**config.mk**
```make
export PLATFORM = sky130hd
export DESIGN_NAME = pattern_scan_ctrl
export DESIGN_NICKNAME = d
export VERILOG_FILES = /design/src/rtl/pattern_scan_ctrl.sv
export SDC_FILE = /design/constraint.sdc
export NUM_CORES = 1
export LEC_CHECK = 0
export CORE_MARGIN = 2
export CORE_UTILIZATION = 47
export CTS_CLUSTER_SIZE = 14
export DETAILED_ROUTE_END_ITERATION = 8
export PLACE_DENSITY = 0.77
export SLEW_MARGIN = 0
export SYNTH_ARGS = -nofsm -noshare
export SYNTH_HDL_FRONTEND = slang
export SYNTH_SLANG_ARGS = --single-unit
```
**constraint.sdc**
```tcl
create_clock -name clk -period 2.03 [get_ports clk]
set_input_delay 0.406 -clock clk [delete_from_list [all_inputs] [get_ports clk]]
set_output_delay 0.406 -clock clk [all_outputs]
set_load 0.02 [all_outputs]
```
**src/rtl/pattern_scan_ctrl.sv**
```systemverilog
// Word-level sequencer around an overlapping serial pattern detector.
// Streams a captured word MSB-first and tallies matches per scan.
module pattern_scan_ctrl #(
  parameter int WIDTH = 32,
  parameter int PMAX  = 8,
  localparam int LW = $clog2(PMAX+1),
  localparam int CW = $clog2(WIDTH+1),
  localparam int KW = $clog2(WIDTH)
) (
  input  logic          clk,
  input  logic          clear,
  input  logic          start,
  input  logic          abort,
  input  logic [WIDTH-1:0] data_in,
  input  logic [PMAX-1:0]  pattern,
  input  logic [LW-1:0]    pat_len,
  output logic          busy,
  output logic          done,
  output logic          x_out,
  output logic          z,
  output logic [CW-1:0] match_count,
  output logic          found,
  output logic [KW-1:0] first_pos
);

  typedef enum logic [1:0] {
    IDLE = 2'd0,
    SCAN = 2'd1,
    DONE = 2'd2
  } state_t;

  state_t state, state_nxt;

  logic [WIDTH-1:0] word_q;
  logic [PMAX-1:0]  pat_q;
  logic [LW-1:0]    len_q;
  logic [PMAX-1:0]  win_q;
  logic [KW-1:0]    k_q;
  logic [CW-1:0]    count_q;
  logic             found_q;
  logic [KW-1:0]    first_q;

  logic [LW-1:0]    len_eff;
  logic [PMAX-1:0]  cand;
  logic [PMAX-1:0]  mask;
  logic             x_bit;
  logic             hit;
  logic             last;
  logic             scanning;
  logic             accept;

  assign scanning = (state == SCAN);
  assign accept   = (state == IDLE) && start;
  assign last     = (k_q == KW'(WIDTH-1));

  // Lengths beyond the window saturate rather than wrap.
  assign len_eff = (pat_len > LW'(PMAX)) ? LW'(PMAX) : pat_len;

  assign x_bit = scanning ? word_q[WIDTH-1] : 1'b0;
  assign cand  = {win_q[PMAX-2:0], x_bit};

  always_comb begin
    mask = '0;
    for (int i = 0; i < PMAX; i++) begin
      mask[i] = (i < int'(len_q));
    end
  end

  // Early bits cannot complete a match until L bits have arrived.
  always_comb begin
    hit = 1'b0;
    if (scanning && (len_q != '0)) begin
      if ((int'(k_q) + 1) >= int'(len_q)) begin
        hit = (((cand ^ pat_q) & mask) == '0);
      end
    end
  end

  always_comb begin
    state_nxt = state;
    unique case (state)
      IDLE: begin
        if (start) state_nxt = SCAN;
      end
      SCAN: begin
        if (abort)     state_nxt = IDLE;
        else if (last) state_nxt = DONE;
      end
      DONE: state_nxt = IDLE;
      default: state_nxt = IDLE;
    endcase
  end

  always_ff @(posedge clk or posedge clear) begin
    if (clear) state <= IDLE;
    else       state <= state_nxt;
  end

  always_ff @(posedge clk or posedge clear) begin
    if (clear) begin
      word_q  <= '0;
      pat_q   <= '0;
      len_q   <= '0;
      win_q   <= '0;
      k_q     <= '0;
      count_q <= '0;
      found_q <= 1'b0;
      first_q <= '0;
    end else if (accept) begin
      word_q  <= data_in;
      pat_q   <= pattern;
      len_q   <= len_eff;
      win_q   <= '0;
      k_q     <= '0;
      count_q <= '0;
      found_q <= 1'b0;
      first_q <= '0;
    end else if (scanning) begin
      word_q <= word_q << 1;
      win_q  <= cand;
      k_q    <= last ? '0 : k_q + KW'(1);
      // A match on an abort cycle still counts.
      if (hit) begin
        count_q <= count_q + CW'(1);
        if (!found_q) begin
          found_q <= 1'b1;
          first_q <= k_q;
        end
      end
    end
  end

  assign busy        = scanning;
  assign done        = (state == DONE);
  assign x_out       = x_bit;
  assign z           = hit;
  assign match_count = count_q;
  assign found       = found_q;
  assign first_pos   = first_q;

endmodule
```
* Word level (Yosys, flattened, before mapping)
Cells that the tools add are included.
** Cells by class
- Magnitude comparators :: 10
- Add/sub/neg operators :: 3
- Bitwise operators :: 2
- Equal/unequal tests :: 6
- Div/mod/pow operators :: 0
- Multiply operators :: 0
- Reduce and logical (&&, ||, !) cells :: 10
- Shift operators :: 0
- Multiplexer cells :: 25
** Operators with widths (number)
- $mux W32 :: 2
- $mux W5 :: 7
- $mux W6 :: 3
- $lt A3 B4 Y1 const A :: 4
- $mux W7 :: 2
- $and A8 B8 Y8 :: 1
- $logic_not A8 Y1 :: 1
- $lt A1 B4 Y1 const A :: 2
- $lt A2 B4 Y1 const A :: 2
- $xor A8 B8 Y8 :: 1
- $add A5 B1 Y6 const B :: 1
- $add A6 B1 Y6 const B :: 1
- $ge A6 B4 Y1 :: 1
- $mux W1 :: 6
- $mux W2 :: 3
- $add A5 B1 Y5 const B :: 1
- $eq A5 B5 Y1 const B :: 1
- $gt A4 B4 Y1 const B :: 1
- $mux W4 :: 1
- $pmux W2 S2 :: 1
- $reduce_and A2 Y1 :: 2
- $reduce_bool A2 Y1 :: 2
- $reduce_bool A4 Y1 :: 1
- $ne A3 B3 Y1 const B :: 1
- other kinds (7) :: 8
** Word-level totals
- Register bits :: 70
- Memories :: 0
- RAM bits :: 0
- Logic and storage cells :: 65
- Bits in latches :: 0
- Memory bits (read-only) :: 0

* Logic depth before layout (Yosys ltp)
Gate-level depths: netlist of the first run.
- Depth after elaboration :: 10
- Mapped depth :: 8
- Gate-level depth less buffers :: 7

* Least setup slack after synthesis of the first run
OpenSTA, ideal clock, no wires.
- Path kind :: register -> output
- From :: reg k_q[0]
- To :: out z
- Buffers on the path :: 0
- Cell stages (with the launch flop) :: 7
- Slack :: -152 ps
- Arrival :: 1776 ps
- Path through :: dfrtp_1 ha_1 xor2_1 ha_1 o21ai_0 o21a_1 nor3_2
** Between the ends
- Cells in the longest elaborated chain, start to end :: 4
** RTL lines
- start, declared :: line 38 : logic [KW-1:0] k_q;
- start signal, assigned :: line 121 : k_q <= last ? '0 : k_q + KW'(1);
- $add A5 B1 Y6 :: line 73 : if ((int'(k_q) + 1) >= int'(len_q)) begin
- $ge A6 B4 Y1 :: line 73
- $mux W1 :: line 73
- $mux W1 :: line 72 : if (scanning && (len_q != '0)) begin
- end, declared :: line 20 : output logic z,
Every way passes these cells.

* Worst setup path after layout of the first run
- From :: reg k_q[1]
- To :: out z
Same word-level chain as after synthesis.

==> results of run 1 <==
==> cell usage after synthesis, drive strengths merged (4+ instances only) <==
cell	instances	share of area [%]
a22oi	31	7.1
and2	4	0.77
buf	6	0.80
clkbuf	12	1.4
dfrtp	70	54
ha	7	2.7
inv	9	1.0
mux2i	11	3.4
nand2	121	14
nand2b	9	1.7
nand3b	4	0.92
nor2	5	0.57
nor4	5	0.96
o21ai	17	2.6
xor2	7	1.9
==> cells by family (layout without fill, tap and decap cells) <==
| kind of cell | count (synthesis) | in the layout |
|---|---|---|
| buffers and inverters | 27 | 124 |
| AO/OA/AOI/OAI | 59 | 59 |
| XOR/XNOR | 10 | 10 |
| flip-flops | 70 | 70 |
| adder cells (fa/ha/maj) | 7 | 7 |
| multiplexers | 11 | 11 |
| AND/OR/NAND/NOR | 160 | 160 |
==> worst max-delay path: cells and delay by family, from the launching register on <==
family,cells,cell delay [ns]
flops,1,0.44
simple gates,1,0.15
fa+ha+maj,2,0.49
compound gates,2,0.30
xor+xnor,1,0.15
buf+inv,1,0.15
==> report_power, final <==
group	switching [mW]	leakage [nW]	internal, mW	total (mW)
clock network	0.517	0.0952	0.590	1.11
registers	0.245	0.892	1.73	1.97
logic	0.858	1.15	0.830	1.69
total	1.62	2.14	3.15	4.77
==> final cells by class <==
cell class	instances	area [µm²]
clock buffer	11	141
clock inverter	4	47.5
fill	541	2200
inverter	9	37.5
multi-input combinational	247	1540
sequential	70	1750
tap	80	100
timing repair buffer	100	940
==> registers in the layout, summed over array words and instances (netlist names) <==
signal       cells
first_pos        5
found            1
k_q              5
len_q            4
match_count      6
pat_q            8
state            2
win_q            7
word_q          32
==> worst paths after layout <==
path | to | cells after the start
max in group asynchronous | k_q[0] | 3
worst min register to register | word_q[16] | 2
worst max register to register | first_pos[4] | 10
worst min-delay path | word_q[16] | 2
min in group asynchronous | word_q[12] | 3
worst max-delay path | z | 7
==> per-stage QoR <==
stage / utilization (%) / TNS (ns) / power (mW)
3_3_place_gp: 62.2 / -1.14 / 3.29
5_1_grt: 67.4 / -3.41 / 5.08
6_report: 67.4 / -2.78 / 4.77
2_1_floorplan: - / -0.160 / 2.77
4_1_cts: 66.4 / -1.97 / 4.63
3_5_place_dp: 62.2 / -1.91 / 3.38
==> placed cells by master, fill, tap and decap left out, types with 2 or more instances in the layout <==
| cell type | instances |
|---|---|
| nand2_1 | 121 |
| dfrtp_1 | 69 |
| clkdlybuf4s50_1 | 59 |
| buf_4 | 32 |
| a22oi_1 | 31 |
| o21ai_0 | 16 |
| mux2i_1 | 11 |
| clkbuf_8 | 10 |
| nand2b_1 | 8 |
| inv_1 | 8 |
| xor2_1 | 6 |
| ha_1 | 5 |
| nor2_1 | 4 |
| nor4_4 | 4 |
| nand3b_1 | 4 |
| buf_6 | 4 |
| and2_1 | 3 |
| xnor2_1 | 3 |
| nand3_1 | 3 |
| nor3_1 | 2 |
| and3_4 | 2 |
| a21o_1 | 2 |
| clkinvlp_4 | 2 |
| ha_4 | 2 |
| clkinv_2 | 2 |
==> timing repair <==
action,CTS,global route
gates cloned,0,0
hold endpoints to repair,0,0
gates resized for setup,26,10
endpoints found under the setup margin,14,13
setup buffers,1,4
pin swaps,5,1
==> routing by layer <==
metal / routed length, µm / track usage [%] / vias to the layer above
met1: 3250 / 27.8 / 1338
li1: - / - / 1354
met3: 398 / 4.93 / 14
met2: 4050 / 36.8 / 72
met5: 0 / 0 / -
met4: 150 / 9.51 / 0
==> results.yml, run 1 <==
setup_path:
  crit_required_ns: 1.62
  crit_path_max_fanout: 3
  critPathLaunch: "k_q[1]"
  start_kind: "register"
  r2r_setup_slack_ns: -0.35
  critical_path.slowest_cell: "dfrtp_1"
  critPathMaxStageDelay_ns: 0.44
  path_cells: "ha_4 -> xor2_2 -> ha_1 -> o21ai_1 -> o21a_2 -> nor3_4 -> buf_6"
  worst-setup-path-type: "register to primary output"
  worst_r2r_src: "k_q[1]"
  timing.critical_path.arrival_ns: 2.04
  end_kind: "primary output"
finish:
  drive_above_1_share_pct: 16.8
  final_cells: 521
  insertedDiodeCount: 0
  final_area_mm2: 0.00456
  nNetsFinal: 492
  flow.area_growth_from_synthesis_pct: 39.5
sta:
  finalCriticalPeriod_ns: 2.44
  layout_worst_path_cycle_share_pct: 120
  timing_worst_slew_pin_value_ns: 0.367
  grt_setup_unrepaired: "yes"
  hold_viol_final: 0
  timing.hold.ws_ns: 0.477
  maxSlewHeadroom_pct: 75.6
  setup_viol: 10
  maxClockFrequency_mhz: 409
  fin_worst_skew_ns: 0.00581
  layout_setup_ws_ns: -0.413
  final_max_slew_viol_count: 0
min_path:
  hp-class: "register to register"
  min-delay-start: "word_q[16]"
grt:
  gr-usage-all-layers_pct: 22.1
  grt_first_pass_wirelength_um: 13100
  global_route.overflow_total: 0
  antenna_found_initial: 0
  grt_max_degree: 71
  vias_in_the_first_global_route: 2808
floorplanning:
  num_io_pins: 64
  die_outline_height_um: 87.4
  fp.dieArea_mm2: 0.00763
  rows: 30
  fp.dieW_um: 87.4
  design.core.area_mm2: 0.00676
  initial_core_util_pct: 48.3
yosys:
  async_set_or_reset_flop_fraction_in_the_synthesized_netlist_pct: 100
  ys_dominant_reg_cell: "dfrtp_1"
  synthesis.area_mm2: 0.00327
  syn_inst: 344
  synth_simple_gate_area_share_pct: 21.6
  complex_gate_fraction_of_the_synthesized_area_pct: 12.8
  synth_warnings: 0
  syn_nets: 399
  synth_fa_ha_area_share_pct: 2.68
  post_synth_num_cell_types: 35
  largest_family_of_logic_cells_by_synthesized_area: "simple AND/OR/NAND/NOR gates"
  synth_enable_flop_cells: 0
  synth_xor_xnor_area_share_pct: 2.68
  postSynthRegisterBits: 70
  synth_mux_area_share_pct: 3.37
  postSynthAreaPerCell_um2: 9.49
  synth_sequential_area_ratio_pct: 53.6
placed_design:
  dp_slack_ns: -0.539
  place_hpwl_um: 5300
  finalWeightedCongestion: 0.858
  io_buffers: 63
  dpl.cell_count: 502
  placed_cell_area_mm2: 0.00420
cts:
  clk_latency_ns: 0.35
  clock_tree.buffer_depth: 2
  clkSinkCount: 70
  hold_buffers: 0
  cts-root-buf: "clkbuf_8"
  worst_setup_hold_path_clk_slew_ns: 0.07
  cts.htree.levels: 3
  cts_tree: "yes"
  cts_made_buffers: 9
outcome:
  status: "finished, violations left"
  failed_checks: "negative setup slack"
routing:
  drc: 0
  postRouteWirelength_um: 7840
  detail_route.wl_per_cell_um: 15.1
  via_per_inst: 5.33
  first_iter_violations: 203
  detailroute.via_count: 2778
  detail_route.first_pass.iterations: 5
  postRouteAntennaNets: 0
power:
  power.static_leakage_nw: 2.14
  pwr_per_cell_area_mw_per_mm2: 1050
  vdd_drop_max_mv: 0.542
run:
  cap_viol_max_count: 0
Note: power is estimated with default switching activity, not from simulation.
==> run 2: changes to the inputs <==
- CAP_MARGIN: not set -> 20
- CORE_MARGIN: 2 -> 10
==> run 2 against run 1 <==
- count of clock-buffer cells in the layout increased by 2
- worst setup slack improved by 0.044 ns
- first-iteration DRC count decreased by 47%
- register-to-register slack improved by 0.16 ns
- fmax increased by 1.8%
- worst hold slack improved by 0.0019 ns
- largest power group unchanged
- flip-flop and latch count unchanged
- final cell count unchanged
- critical endpoint unchanged
- non-clock buffer count unchanged
- the flow still finishes with violations (negative setup slack)
- core utilization decreased by 1.1 points
==> results.yml, run 2 (synthesis results as in run 1) <==
grt:
  vias_in_the_first_global_route: 2812
  global_route.overflow_total: 0
  gr-usage-all-layers_pct: 15.5
  antenna_found_initial: 0
  grt_max_degree: 71
  grt_first_pass_wirelength_um: 13200
min_path:
  hp-class: "register to register"
  min-delay-start: "word_q[23]"
  holdPathStages: 2
routing:
  postRouteWirelength_um: 7960
  postRouteAntennaNets: 0
  drc: 0
  detailroute.via_count: 2789
  detail_route.wl_per_cell_um: 15.3
  via_per_inst: 5.35
  first_iter_violations: 107
  detail_route.first_pass.iterations: 7
finish:
  flow.area_growth_from_synthesis_pct: 37.2
  largest_registers: "word_q x32, pat_q x8, win_q x7"
  layout_common_cells: "nand2_1 (121), dfrtp_1 (70), clkdlybuf4s50_1 (60)"
  nNetsFinal: 492
  final_area_mm2: 0.00448
  top_reg_by_flops: "word_q"
  layout_commonest_cell: "nand2_1"
  largest_register_ffs: 32
  drive_above_1_share_pct: 15.6
  insertedDiodeCount: 0
  utilization_pct: 66.3
  final_cells: 521
sta:
  grt_setup_unrepaired: "yes"
  setup_viol: 8
  final_max_slew_viol_count: 0
  layout_setup_ws_ns: -0.369
  hold_viol_final: 0
  finalCriticalPeriod_ns: 2.40
  timing_worst_slew_pin_value_ns: 0.368
  maxClockFrequency_mhz: 417
  layout_worst_path_cycle_share_pct: 118
  maxSlewHeadroom_pct: 75.5
  fin_worst_skew_ns: 0.00890
cts:
  clk_latency_ns: 0.33
  clock_tree.buffer_depth: 2
  cts_tree: "yes"
  cts-root-buf: "clkbuf_8"
  worst_setup_hold_path_clk_slew_ns: 0.07
  clkSinkCount: 70
  cts.htree.levels: 3
  hold_buffers: 0
  cts_made_buffers: 9
setup_path:
  end_kind: "primary output"
  path_cells: "ha_2 -> xor2_2 -> ha_1 -> o21ai_1 -> o21a_2 -> nor3_4 -> buf_6"
  critPathLaunch: "k_q[0]"
  critPathMaxStageDelay_ns: 0.40
  start_kind: "register"
  worst_r2r_src: "k_q[0]"
  crit_path_max_fanout: 3
  timing.critical_path.arrival_ns: 1.99
  worst-setup-path-type: "register to primary output"
  crit_required_ns: 1.62
  r2r_cells: 9
  critical_path.slowest_cell: "dfrtp_1"
placed_design:
  dp_slack_ns: -0.481
  placed_cell_area_mm2: 0.00420
  place_hpwl_um: 5710
  finalWeightedCongestion: 0.855
  dpl.cell_count: 502
  io_buffers: 63
run:
  cap_viol_max_count: 0
power:
  pwr_per_cell_area_mw_per_mm2: 1020
  vdd_drop_max_mv: 0.564
  power.static_leakage_nw: 2.10
floorplanning:
  num_io_pins: 64
  initial_core_util_pct: 48.3
  rows: 30
  design.core.area_mm2: 0.00676
  fp.dieArea_mm2: 0.0107
  fp.dieW_um: 103
  die_outline_height_um: 103
outcome:
  status: "finished, violations left"
  failed_checks: "negative setup slack"
==> run 2: final timing paths <==
check                                     to  slack (ns)
worst max-delay path                       z       -0.37
max in group asynchronous           win_q[3]        1.22
worst min-delay path              word_q[23]        0.48
min in group asynchronous         word_q[12]        0.51
worst min register to register    word_q[23]        0.48
worst max register to register  first_pos[1]       -0.19
==> run 2: timing repair <==
action	in CTS	in global routing
buffers inserted	3	3
setup endpoints to repair	11	13
pin swaps	6	2
gates cloned	0	0
gates resized for setup	23	8
==> run 2: area by class of cell <==
type | instances | area (µm²)
Sequential cell | 70 | 1750
Multi-Input combinational cell | 247 | 1510
Tap cell | 80 | 100
Inverter | 9 | 37.5
Fill cell | 562 | 2280
Clock inverter | 2 | 10.0
Timing Repair Buffer | 100 | 931
Clock buffer | 13 | 139
==> run 2: through the flow <==
step | hold WS (ns) | TNS, ns | power [mW]
global placement | 0.458 | -1.09 | 3.28
CTS | 0.481 | -1.07 | 4.49
detailed placement | 0.463 | -1.66 | 3.36
finish | 0.479 | -1.42 | 4.55
global route | 0.504 | -2.05 | 4.85
floorplan | 0.447 | -0.160 | 2.77
==> run 2: per-layer routing <==
layer  global-route usage (%)  share of wire, %  vias to the layer above
met1                     18.7                44                     1356
met5                        0                 0                        -
met2                     26.4                50                       74
met3                     3.79               5.3                        9
met4                     5.03              0.92                        0
li1                         -                 -                     1350
==> run 2: critical path: cells and delay by family, from the launching register on <==
family / cells / cell delay [ns]
xor+xnor: 1 / 0.15
simple gates: 1 / 0.16
flops: 1 / 0.40
compound gates: 2 / 0.30
buf+inv: 1 / 0.15
fa+ha+maj: 2 / 0.50
==> run 2: power breakdown <==
part	switching (mW)	internal, mW
Sequential	0.229	1.73
Combinational	0.845	0.833
Clock	0.479	0.435
